===== config.mk =====
export PLATFORM = sky130hd
export DESIGN_NAME = bankgroup_cmd_ctrl
export DESIGN_NICKNAME = d
export VERILOG_FILES = /design/src/rtl/bankgroup_cmd_ctrl.sv
export SDC_FILE = /design/constraint.sdc
export NUM_CORES = 1
export LEC_CHECK = 0
export CAP_MARGIN = 20
export CELL_PAD_IN_SITES_DETAIL_PLACEMENT = 1
export CELL_PAD_IN_SITES_GLOBAL_PLACEMENT = 2
export CORE_ASPECT_RATIO = 1.25
export CORE_UTILIZATION = 30
export CTS_BUF_LIST = sky130_fd_sc_hd__clkbuf_16
export CTS_CLUSTER_SIZE = 8
export DETAILED_ROUTE_END_ITERATION = 8
export PLACE_DENSITY_LB_ADDON = 0.3
export SETUP_SLACK_MARGIN = 0.1
export SLEW_MARGIN = 25
export SYNTH_ARGS = -nofsm -noshare
export SYNTH_HDL_FRONTEND = slang
export SYNTH_SLANG_ARGS = --single-unit
export TNS_END_PERCENT = 30

===== constraint.sdc =====
create_clock -name clk -period 2.6 [get_ports clk]
set_input_delay 0.52 -clock clk [delete_from_list [all_inputs] [get_ports clk]]
set_output_delay 0.52 -clock clk [all_outputs]
set_load 0.02 [all_outputs]

===== src/rtl/bankgroup_cmd_ctrl.sv =====
// rtl/bankgroup_cmd_ctrl.sv - command front-end for the bank-group array
// Tracks per-bank open rows, enforces tRCD and runs wrapped BL-beat read/write bursts.
module bankgroup_cmd_ctrl #(
  parameter int BAWIDTH      = 2,
  parameter int COLWIDTH     = 10,
  parameter int CHWIDTH      = 5,
  parameter int DEVICE_WIDTH = 4,
  parameter int BL           = 8,
  parameter int TRCD         = 2,
  localparam int BANKS       = 2**BAWIDTH
) (
  input  logic                           clk,
  input  logic                           rst_n,
  input  logic                           cmd_valid,
  output logic                           cmd_ready,
  input  logic [2:0]                     cmd_op,
  input  logic [BAWIDTH-1:0]             cmd_ba,
  input  logic [CHWIDTH-1:0]             cmd_row,
  input  logic [COLWIDTH-1:0]            cmd_col,
  input  logic [DEVICE_WIDTH-1:0]        wdata,
  output logic                           wdata_ready,
  output logic [DEVICE_WIDTH-1:0]        rdata,
  output logic                           rdata_valid,
  output logic                           cmd_err,
  output logic [BANKS-1:0]               rd_o_wr,
  output logic [BANKS*DEVICE_WIDTH-1:0]  dqin,
  input  logic [BANKS*DEVICE_WIDTH-1:0]  dqout,
  output logic [BANKS*CHWIDTH-1:0]       row,
  output logic [BANKS*COLWIDTH-1:0]      column
);

  localparam int BLW  = $clog2(BL);
  localparam int CNTW = $clog2(TRCD + 1);

  localparam logic [2:0] OP_NOP  = 3'd0;
  localparam logic [2:0] OP_ACT  = 3'd1;
  localparam logic [2:0] OP_RD   = 3'd2;
  localparam logic [2:0] OP_WR   = 3'd3;
  localparam logic [2:0] OP_PRE  = 3'd4;
  localparam logic [2:0] OP_PREA = 3'd5;

  localparam logic [BLW-1:0]  BEAT_ONE  = BLW'(1);
  localparam logic [BLW-1:0]  BEAT_LAST = BLW'(BL - 1);
  localparam logic [CNTW-1:0] TRCD_ONE  = CNTW'(1);
  localparam logic [CNTW-1:0] TRCD_LOAD = CNTW'(TRCD - 1);

  typedef enum logic [1:0] {
    B_IDLE,
    B_ACTIVATING,
    B_ACTIVE
  } bank_state_t;

  bank_state_t          state_q [BANKS];
  bank_state_t          state_d [BANKS];
  logic [CNTW-1:0]      trcd_q  [BANKS];
  logic [CNTW-1:0]      trcd_d  [BANKS];
  logic [CHWIDTH-1:0]   open_row_q [BANKS];
  logic [COLWIDTH-1:0]  col_q   [BANKS];

  logic                 busy_q;
  logic                 wr_q;
  logic [BAWIDTH-1:0]   bank_q;
  logic [BLW-1:0]       beat_q;

  logic                 cmd_fire;
  logic                 cmd_bad;
  logic                 start_burst;
  logic                 act_ok;
  logic [DEVICE_WIDTH-1:0] dq_sel;

  assign cmd_ready   = !busy_q;
  assign cmd_fire    = cmd_valid && cmd_ready;
  assign wdata_ready = busy_q && wr_q;

  always_comb begin
    cmd_bad     = 1'b0;
    start_burst = 1'b0;
    act_ok      = 1'b0;
    if (cmd_fire) begin
      case (cmd_op)
        OP_NOP, OP_PRE, OP_PREA: ;
        OP_ACT: begin
          if (state_q[cmd_ba] == B_IDLE) act_ok = 1'b1;
          else                           cmd_bad = 1'b1;
        end
        OP_RD, OP_WR: begin
          if (state_q[cmd_ba] == B_ACTIVE) start_burst = 1'b1;
          else                             cmd_bad = 1'b1;
        end
        default: cmd_bad = 1'b1;
      endcase
    end
  end

  // TRCD==1 lets an ACT go straight to ACTIVE so RD/WR is legal on the next edge.
  always_comb begin
    for (int b = 0; b < BANKS; b++) begin
      state_d[b] = state_q[b];
      trcd_d[b]  = trcd_q[b];
      if (state_q[b] == B_ACTIVATING) begin
        if (trcd_q[b] <= TRCD_ONE) state_d[b] = B_ACTIVE;
        else                       trcd_d[b]  = trcd_q[b] - TRCD_ONE;
      end
      if (cmd_fire) begin
        if (cmd_op == OP_PREA || (cmd_op == OP_PRE && cmd_ba == BAWIDTH'(b))) begin
          state_d[b] = B_IDLE;
        end else if (act_ok && cmd_ba == BAWIDTH'(b)) begin
          state_d[b] = (TRCD <= 1) ? B_ACTIVE : B_ACTIVATING;
          trcd_d[b]  = TRCD_LOAD;
        end
      end
    end
  end

  always_ff @(posedge clk or negedge rst_n) begin
    if (!rst_n) begin
      for (int b = 0; b < BANKS; b++) begin
        state_q[b] <= B_IDLE;
        trcd_q[b]  <= '0;
      end
    end else begin
      for (int b = 0; b < BANKS; b++) begin
        state_q[b] <= state_d[b];
        trcd_q[b]  <= trcd_d[b];
      end
    end
  end

  always_comb begin
    dq_sel = '0;
    for (int b = 0; b < BANKS; b++) begin
      if (bank_q == BAWIDTH'(b)) dq_sel = dqout[b*DEVICE_WIDTH +: DEVICE_WIDTH];
    end
  end

  // Only the low log2(BL) column bits advance, so the burst wraps inside its aligned block.
  always_ff @(posedge clk or negedge rst_n) begin
    if (!rst_n) begin
      busy_q      <= 1'b0;
      wr_q        <= 1'b0;
      bank_q      <= '0;
      beat_q      <= '0;
      rdata       <= '0;
      rdata_valid <= 1'b0;
      cmd_err     <= 1'b0;
      for (int b = 0; b < BANKS; b++) begin
        open_row_q[b] <= '0;
        col_q[b]      <= '0;
      end
    end else begin
      cmd_err     <= cmd_bad;
      rdata_valid <= busy_q && !wr_q;
      if (busy_q && !wr_q) rdata <= dq_sel;
      if (act_ok) open_row_q[cmd_ba] <= cmd_row;
      if (start_burst) begin
        busy_q         <= 1'b1;
        wr_q           <= (cmd_op == OP_WR);
        bank_q         <= cmd_ba;
        beat_q         <= '0;
        col_q[cmd_ba]  <= cmd_col;
      end else if (busy_q) begin
        if (beat_q == BEAT_LAST) begin
          busy_q <= 1'b0;
        end else begin
          beat_q                  <= beat_q + BEAT_ONE;
          col_q[bank_q][BLW-1:0]  <= col_q[bank_q][BLW-1:0] + BEAT_ONE;
        end
      end
    end
  end

  always_comb begin
    rd_o_wr = '0;
    dqin    = '0;
    row     = '0;
    column  = '0;
    for (int b = 0; b < BANKS; b++) begin
      row[b*CHWIDTH +: CHWIDTH]     = open_row_q[b];
      column[b*COLWIDTH +: COLWIDTH] = col_q[b];
      if (busy_q && wr_q && bank_q == BAWIDTH'(b)) begin
        rd_o_wr[b]                             = 1'b1;
        dqin[b*DEVICE_WIDTH +: DEVICE_WIDTH]   = wdata;
      end
    end
  end

endmodule

==> results of run 1 <==
path summary, 6_finish.rpt:
path                                 start         end  slack [ns]
worst max-delay path                busy_q     dqin[4]        0.13
worst min-delay path                 rst_n      row[3]        0.16
worst max register to register  state_q[6]      row[9]        0.31
worst min register to register  column[13]  column[13]        0.48
max in group asynchronous            rst_n    rdata[2]        1.78
min in group clk                column[13]  column[13]        0.48
flip-flops by register name, indices dropped and copies added, names as in the netlist, 2 cells and up:
register / count
column: 40
row: 20
state_q: 8
trcd_q: 8
rdata: 4
beat_q: 3
bank_q: 2
layout make-up:
type	instances	area share
clock inverters	7	0.0135
multi-input cells	243	0.316
clock buffers	9	0.0356
repair buffers	157	0.240
well taps	175	0.0346
flip-flops and latches	89	0.353
inverters	12	0.00713
worst max-delay path: stages, from the launching register on:
cell             delay (ns)
dfrtp_2                0.43
nand2_2                0.11
nor3b_2                0.28
and2_1                 0.19
clkdlybuf4s50_1        0.60
synth_stat cells (3+ instances only):
master | instances | area (µm²)
a21o_1 | 4 | 30.0
nor2b_1 | 7 | 43.8
nand2b_1 | 7 | 43.8
a22o_1 | 4 | 35.0
o21ai_0 | 12 | 60.1
and3b_1 | 3 | 26.3
mux2_2 | 47 | 529
dfrtp_1 | 89 | 2230
and2_1 | 16 | 100
a21oi_1 | 11 | 55.1
nor3_1 | 5 | 25.0
a21boi_0 | 4 | 30.0
or3_1 | 3 | 18.8
a221o_1 | 8 | 80.1
ha_1 | 11 | 138
mux4_2 | 7 | 158
clkbuf_1 | 12 | 45.0
nor3b_1 | 7 | 52.6
nor2_1 | 20 | 75.1
mux2i_1 | 6 | 60.1
inv_1 | 12 | 45.0
nand2_1 | 31 | 116
metal layers:
layer / part of all wire / vias to the layer above
met5: 0 / -
met4: 0.013 / 0
met3: 0.048 / 11
met2: 0.53 / 81
met1: 0.41 / 1729
li1: - / 1590
cells by family (layout without fill, tap and decap cells):
kind of cell               count (synthesis)  count (layout)  synth area share
AOI/OAI and AO/OA                         52              52            0.0847
xor gates and xnor gates                   1               1           0.00204
adders and majority gates                 11              11            0.0320
buffers and inverters                     26             185            0.0262
DFF                                       89              89             0.518
muxes                                     61              61             0.180
and+or+nand+nor                          118             118             0.157
report_power, final:
part	internal, W	leakage (nW)	total [W]	switching [W]
sequential	0.00191	1.15	0.00231	0.000393
combinational	0.00147	1.58	0.00287	0.00140
clock	0.000766	0.146	0.00136	0.000595
stage by stage:
step	hold WS (ns)	setup WS (ns)	std cells	setup TNS [ns]
global placement	0.460	-0.337	673	-5.21
floorplan	0.224	0.0828	358	0
finish	0.159	0.126	692	0
detailed placement	0.466	-0.358	673	-5.54
CTS	0.181	0.0413	692	0
global route	0.199	0.0121	692	0
timing repair:
| action | CTS | global route |
|---|---|---|
| setup endpoints to repair | 28 | 18 |
| pin swaps | 2 | 0 |
| buffers inserted | 3 | 0 |
| gates cloned | 0 | 0 |
| endpoints found under the hold margin | 0 | 0 |
| gates resized for setup | 6 | 6 |
==> key figures, run 1 <==
Outcome
  • Outcome: complete, no violations

Clock tree
  • Max Buffers Root-to-Sink: 2
  • Clk pin slew, worst setup/hold paths: 0.07 ns
  • CTS Buf Count: 9
  • Clk Latency, worst-skew pair: 0.34 ns
  • Clock root buffer: clkbuf_16
  • CTS tree: done
  • # hold bufs at CTS: 0
  • # H-tree levels: 3
  • Clock sink count: 89

Floorplan
  • Die height: 136 µm
  • Ports: 131
  • Die width: 109 µm
  • Die ar.: 14,800 µm²
  • Num rows: 48
  • Initial core utilization: 0.310
  • Core Region: 13,900 µm²

Cells and area
  • Most common cell after layout, fill and taps aside: clkdlybuf4s50_1
  • Post-Layout Inst Area: 6320 µm²
  • Synth-to-Final Area Change: 47.1%
  • Final nets: 566
  • Fill cell instance count of the final layout: 1,488
  • Sequential cell area: 2230 µm²
  • Final Core Density: 0.456
  • Ant diodes: 0
  • Most frequent cells in the layout: 122 x clkdlybuf4s50_1, 88 x dfrtp_1, 47 x mux2_2
  • Area of the multi-input gates: 2000 µm²
  • Proportion of layout cells with a drive suffix above 1: 0.224

Power and ir drop
  • Power density over the cells: 1030 nW/µm²
  • Leakage: 2.88 nW
  • Power, Total: 0.00654 W
  • Peak supply drop: 0.000428 V

Placement
  • Hpwl dp: 9170 µm
  • Placed inst area: 5970 µm²
  • Input/output buffers: 130
  • GPL Wtd Cong: 0.740

Global routing
  • Total Routing Usage GR: 0.175
  • Met3 usage: 0.0346
  • GRT Residual Overflow: 0
  • Initial antenna violation count: 0
  • Global route hottest layer: met2
  • Met2 Use GR: 0.307
  • First-pass GRT wire length: 19,600 µm
  • Vias in the first global route: 3,601
  • Met1 Usage GRT: 0.210
  • Largest net degree at the start of global routing: 48

STA
  • Relative slew slack: 0.550
  • Max Freq: 404 MHz
  • Fin. Hold Viols: 0
  • Final min period: 2.47 ns
  • RSZ-0062 raised after global routing: yes
  • Clk_skew: 0.00465 ns
  • Slew @ Worst Pin: 0.674 ns
  • Final Max Slew Viols: 0
  • Period utilization: 0.951
  • Final setup vio count: 0

Worst setup path
  • Nature of the critical path startpoint: flop
  • Crit. End Element: output port
  • CP Max Fanout: 7
  • CP arrival: 1.95 ns
  • Critical Path RT: 2.08 ns
  • Worst r2r path cells: 5
  • Critical path type: reg2out

Synthesis
  • Yosys Warn Count: 0
  • Number of synthesized flops with an enable pin: 0
  • Syn Nets: 412
  • Synth Cell Area: 4300 µm²
  • Synthesized flop and latch total: 89
  • Yosys cell types: 46
  • Synth Flop Type: dfrtp_1
  • Asr flop ratio synth: 1.00
  • Mean area per synthesized cell: 12.0 µm²
  • Synthesized instance count: 358
  • Post-synthesis sequential area ratio: 0.518

Worst hold path
  • Worst Hold Class: in2async

Routing
  • Antenna Violating Nets Remaining: 0
  • DRC Markers: 0
  • DR WL/cell: 17.4 µm
  • Pre-Repair DR Iteration Count: 4
  • Routed via count: 3,411
  • Vias per std cell: 4.93
  • Final WL: 12,100 µm
  • Violation count after the first detailed-route iteration: 97

Run
  • Max Cap Viol: 0
Power figures use the tool's default switching activity.
==> run 2, diff against run 1 <==
--- a/config.mk
+++ b/config.mk
@@ -10,7 +10,7 @@
 export CELL_PAD_IN_SITES_GLOBAL_PLACEMENT = 2
 export CORE_ASPECT_RATIO = 1.25
 export CORE_UTILIZATION = 30
-export CTS_BUF_LIST = sky130_fd_sc_hd__clkbuf_16
+export CTS_CLUSTER_DIAMETER = 60
 export CTS_CLUSTER_SIZE = 8
 export DETAILED_ROUTE_END_ITERATION = 8
 export PLACE_DENSITY_LB_ADDON = 0.3
==> results of run 2 <==
No change in the layout: final DEF, timing and power equal those of run 1.
==> run 3, diff against run 2 <==
--- a/config.mk
+++ b/config.mk
@@ -13,7 +13,8 @@
 export CTS_CLUSTER_DIAMETER = 60
 export CTS_CLUSTER_SIZE = 8
 export DETAILED_ROUTE_END_ITERATION = 8
-export PLACE_DENSITY_LB_ADDON = 0.3
+export PLACE_DENSITY = 0.9
+export RECOVER_POWER = 50
 export SETUP_SLACK_MARGIN = 0.1
 export SLEW_MARGIN = 25
 export SYNTH_ARGS = -nofsm -noshare
==> key figures, run 3 (synthesis gave the netlist of run 1 again) <==
Clock tree
  • Clk Latency, worst-skew pair: 0.34 ns
  • CTS Buf Count: 9
  • Max Buffers Root-to-Sink: 2
  • CTS tree: done
  • Clock root buffer: clkbuf_16
  • Clk pin slew, worst setup/hold paths: 0.07 ns
  • Clock sink count: 89
  • # H-tree levels: 3

Cells and area
  • Most common cell after layout, fill and taps aside: dfrtp_1
  • Final nets: 567
  • Proportion of layout cells with a drive suffix above 1: 0.210
  • Most frequent cells in the layout: 89 x dfrtp_1, 85 x clkdlybuf4s50_1, 46 x mux2_2
  • Max reg flops: 40
  • Area of the multi-input gates: 2010 µm²
  • Ant diodes: 0
  • Final Core Density: 0.460
  • Synth-to-Final Area Change: 48.6%
  • Sequential cell area: 2230 µm²
  • Fill cell instance count of the final layout: 1,513

Routing
  • Antenna Violating Nets Remaining: 0
  • Final WL: 12,200 µm
  • DRC Markers: 0
  • Pre-Repair DR Iteration Count: 4
  • Max layer used: met4
  • WL met3: 569 µm
  • Wl on met1: 4820 µm
  • Routed length on met2: 6580 µm
  • DR WL/cell: 17.6 µm
  • Routed via count: 3,424
  • Violation count after the first detailed-route iteration: 102
  • Vias per std cell: 4.94

Floorplan
  • Num rows: 48
  • Ports: 131
  • Die ar.: 14,800 µm²
  • Die width: 109 µm
  • Core Region: 13,900 µm²
  • Die height: 136 µm
  • Initial core utilization: 0.310

Global routing
  • Largest net degree at the start of global routing: 51
  • First-pass GRT wire length: 20,000 µm
  • Total Routing Usage GR: 0.178
  • Initial antenna violation count: 0
  • Vias in the first global route: 3,810
  • GRT Residual Overflow: 0

STA
  • Max Freq: 408 MHz
  • Final min period: 2.45 ns
  • Clk_skew: 0.00606 ns
  • Slew @ Worst Pin: 1.33 ns
  • Period utilization: 0.942
  • Final Max Slew Viols: 0
  • RSZ-0062 raised after global routing: no
  • Final setup vio count: 0
  • Relative slew slack: 0.117
  • Fin. Hold Viols: 0

Placement
  • Hpwl dp: 9200 µm
  • GPL Wtd Cong: 0.795
  • Input/output buffers: 130

Power and ir drop
  • Power, Total: 0.00659 W
  • Power density over the cells: 1030 nW/µm²
  • Leakage: 3.07 nW
  • Peak supply drop: 0.000503 V

Worst setup path
  • Critical path type: in2reg
  • CP arrival: 2.67 ns
  • CP Max Fanout: 6
  • Critical Path RT: 2.82 ns
  • Crit. End Element: flop
  • Nature of the critical path startpoint: input pin

Run
  • Max Cap Viol: 0

Outcome
  • Outcome: complete, no violations

Worst hold path
  • Worst Hold Class: in2async
[run 3: cell count changes in the layout (fill, tap and decap cells not counted), sizes merged, moves of 2 or more]
cell           before  now
clkinvlp            2    0
buf                28   22
dlygate4sd2         3    0
clkdlybuf4s50     122   85
dlygate4sd3         0   34
clkbuf              9   17
dlymetal6s2s        4   10
[run 3: worst paths after layout]
check	startpoint	endpoint	slack [ns]	cells past startpoint
setup reg to reg	state_q[6]	row[8]	0.24	5
hold reg to reg	column[16]	column[16]	0.47	2
setup / recovery	cmd_ba[1]	row[8]	0.15	6
max in group asynchronous	rst_n	column[14]	0.74	2
min in group clk	column[16]	column[16]	0.47	2
hold / removal	rst_n	rdata_valid	0.44	1
[run 3: report_power, final]
part | total, W | internal (W) | switching [W]
clock | 0.00145 | 0.000881 | 0.000568
sequential | 0.00230 | 0.00191 | 0.000382
combinational | 0.00284 | 0.00141 | 0.00144
total | 0.00659 | 0.00420 | 0.00239
[run 3: worst max-delay path, cell delays in order]
cell and delay (ns):
clkdlybuf4s50_1 0.52, mux4_2 0.33, or4_4 0.59, nor3_4 0.24, buf_12 0.14, mux2_2 0.32
[run 3: repair_timing]
item                                    4_1_cts  5_1_grt
hold buffers                                  0        0
buffers inserted                              0        1
endpoints found under the setup margin       19       26
pin swaps                                     0        2
resized for setup                             3       13
[run 3: stage by stage]
stage	cells	hold WS [ns]	cell area, µm²	TNS, ns	setup slack [ns]
6_report	693	0.435	6380	0	0.150
2_1_floorplan	358	0.224	4300	0	0.0828
3_3_place_gp	676	0.458	6000	-3.54	-0.315
4_1_cts	692	0.219	6350	0	0.0399
3_5_place_dp	676	0.467	6000	-3.79	-0.324
5_1_grt	693	0.511	6380	0	0.0731
[run 3: metal layers]
| metal | vias up | global-route usage |
|---|---|---|
| li1 | 1584 | - |
| met1 | 1736 | 0.201 |
| met2 | 84 | 0.324 |
| met3 | 20 | 0.0346 |
| met4 | 0 | 0.0721 |
| met5 | - | 0 |
[run 3: layout make-up]
type | count | share of cell area
Clock inverter | 6 | 0.0149
Multi-Input combinational cell | 243 | 0.315
Inverter | 12 | 0.00705
Timing Repair Buffer | 158 | 0.242
Sequential cell | 89 | 0.349
Clock buffer | 10 | 0.0374
Tap cell | 175 | 0.0343
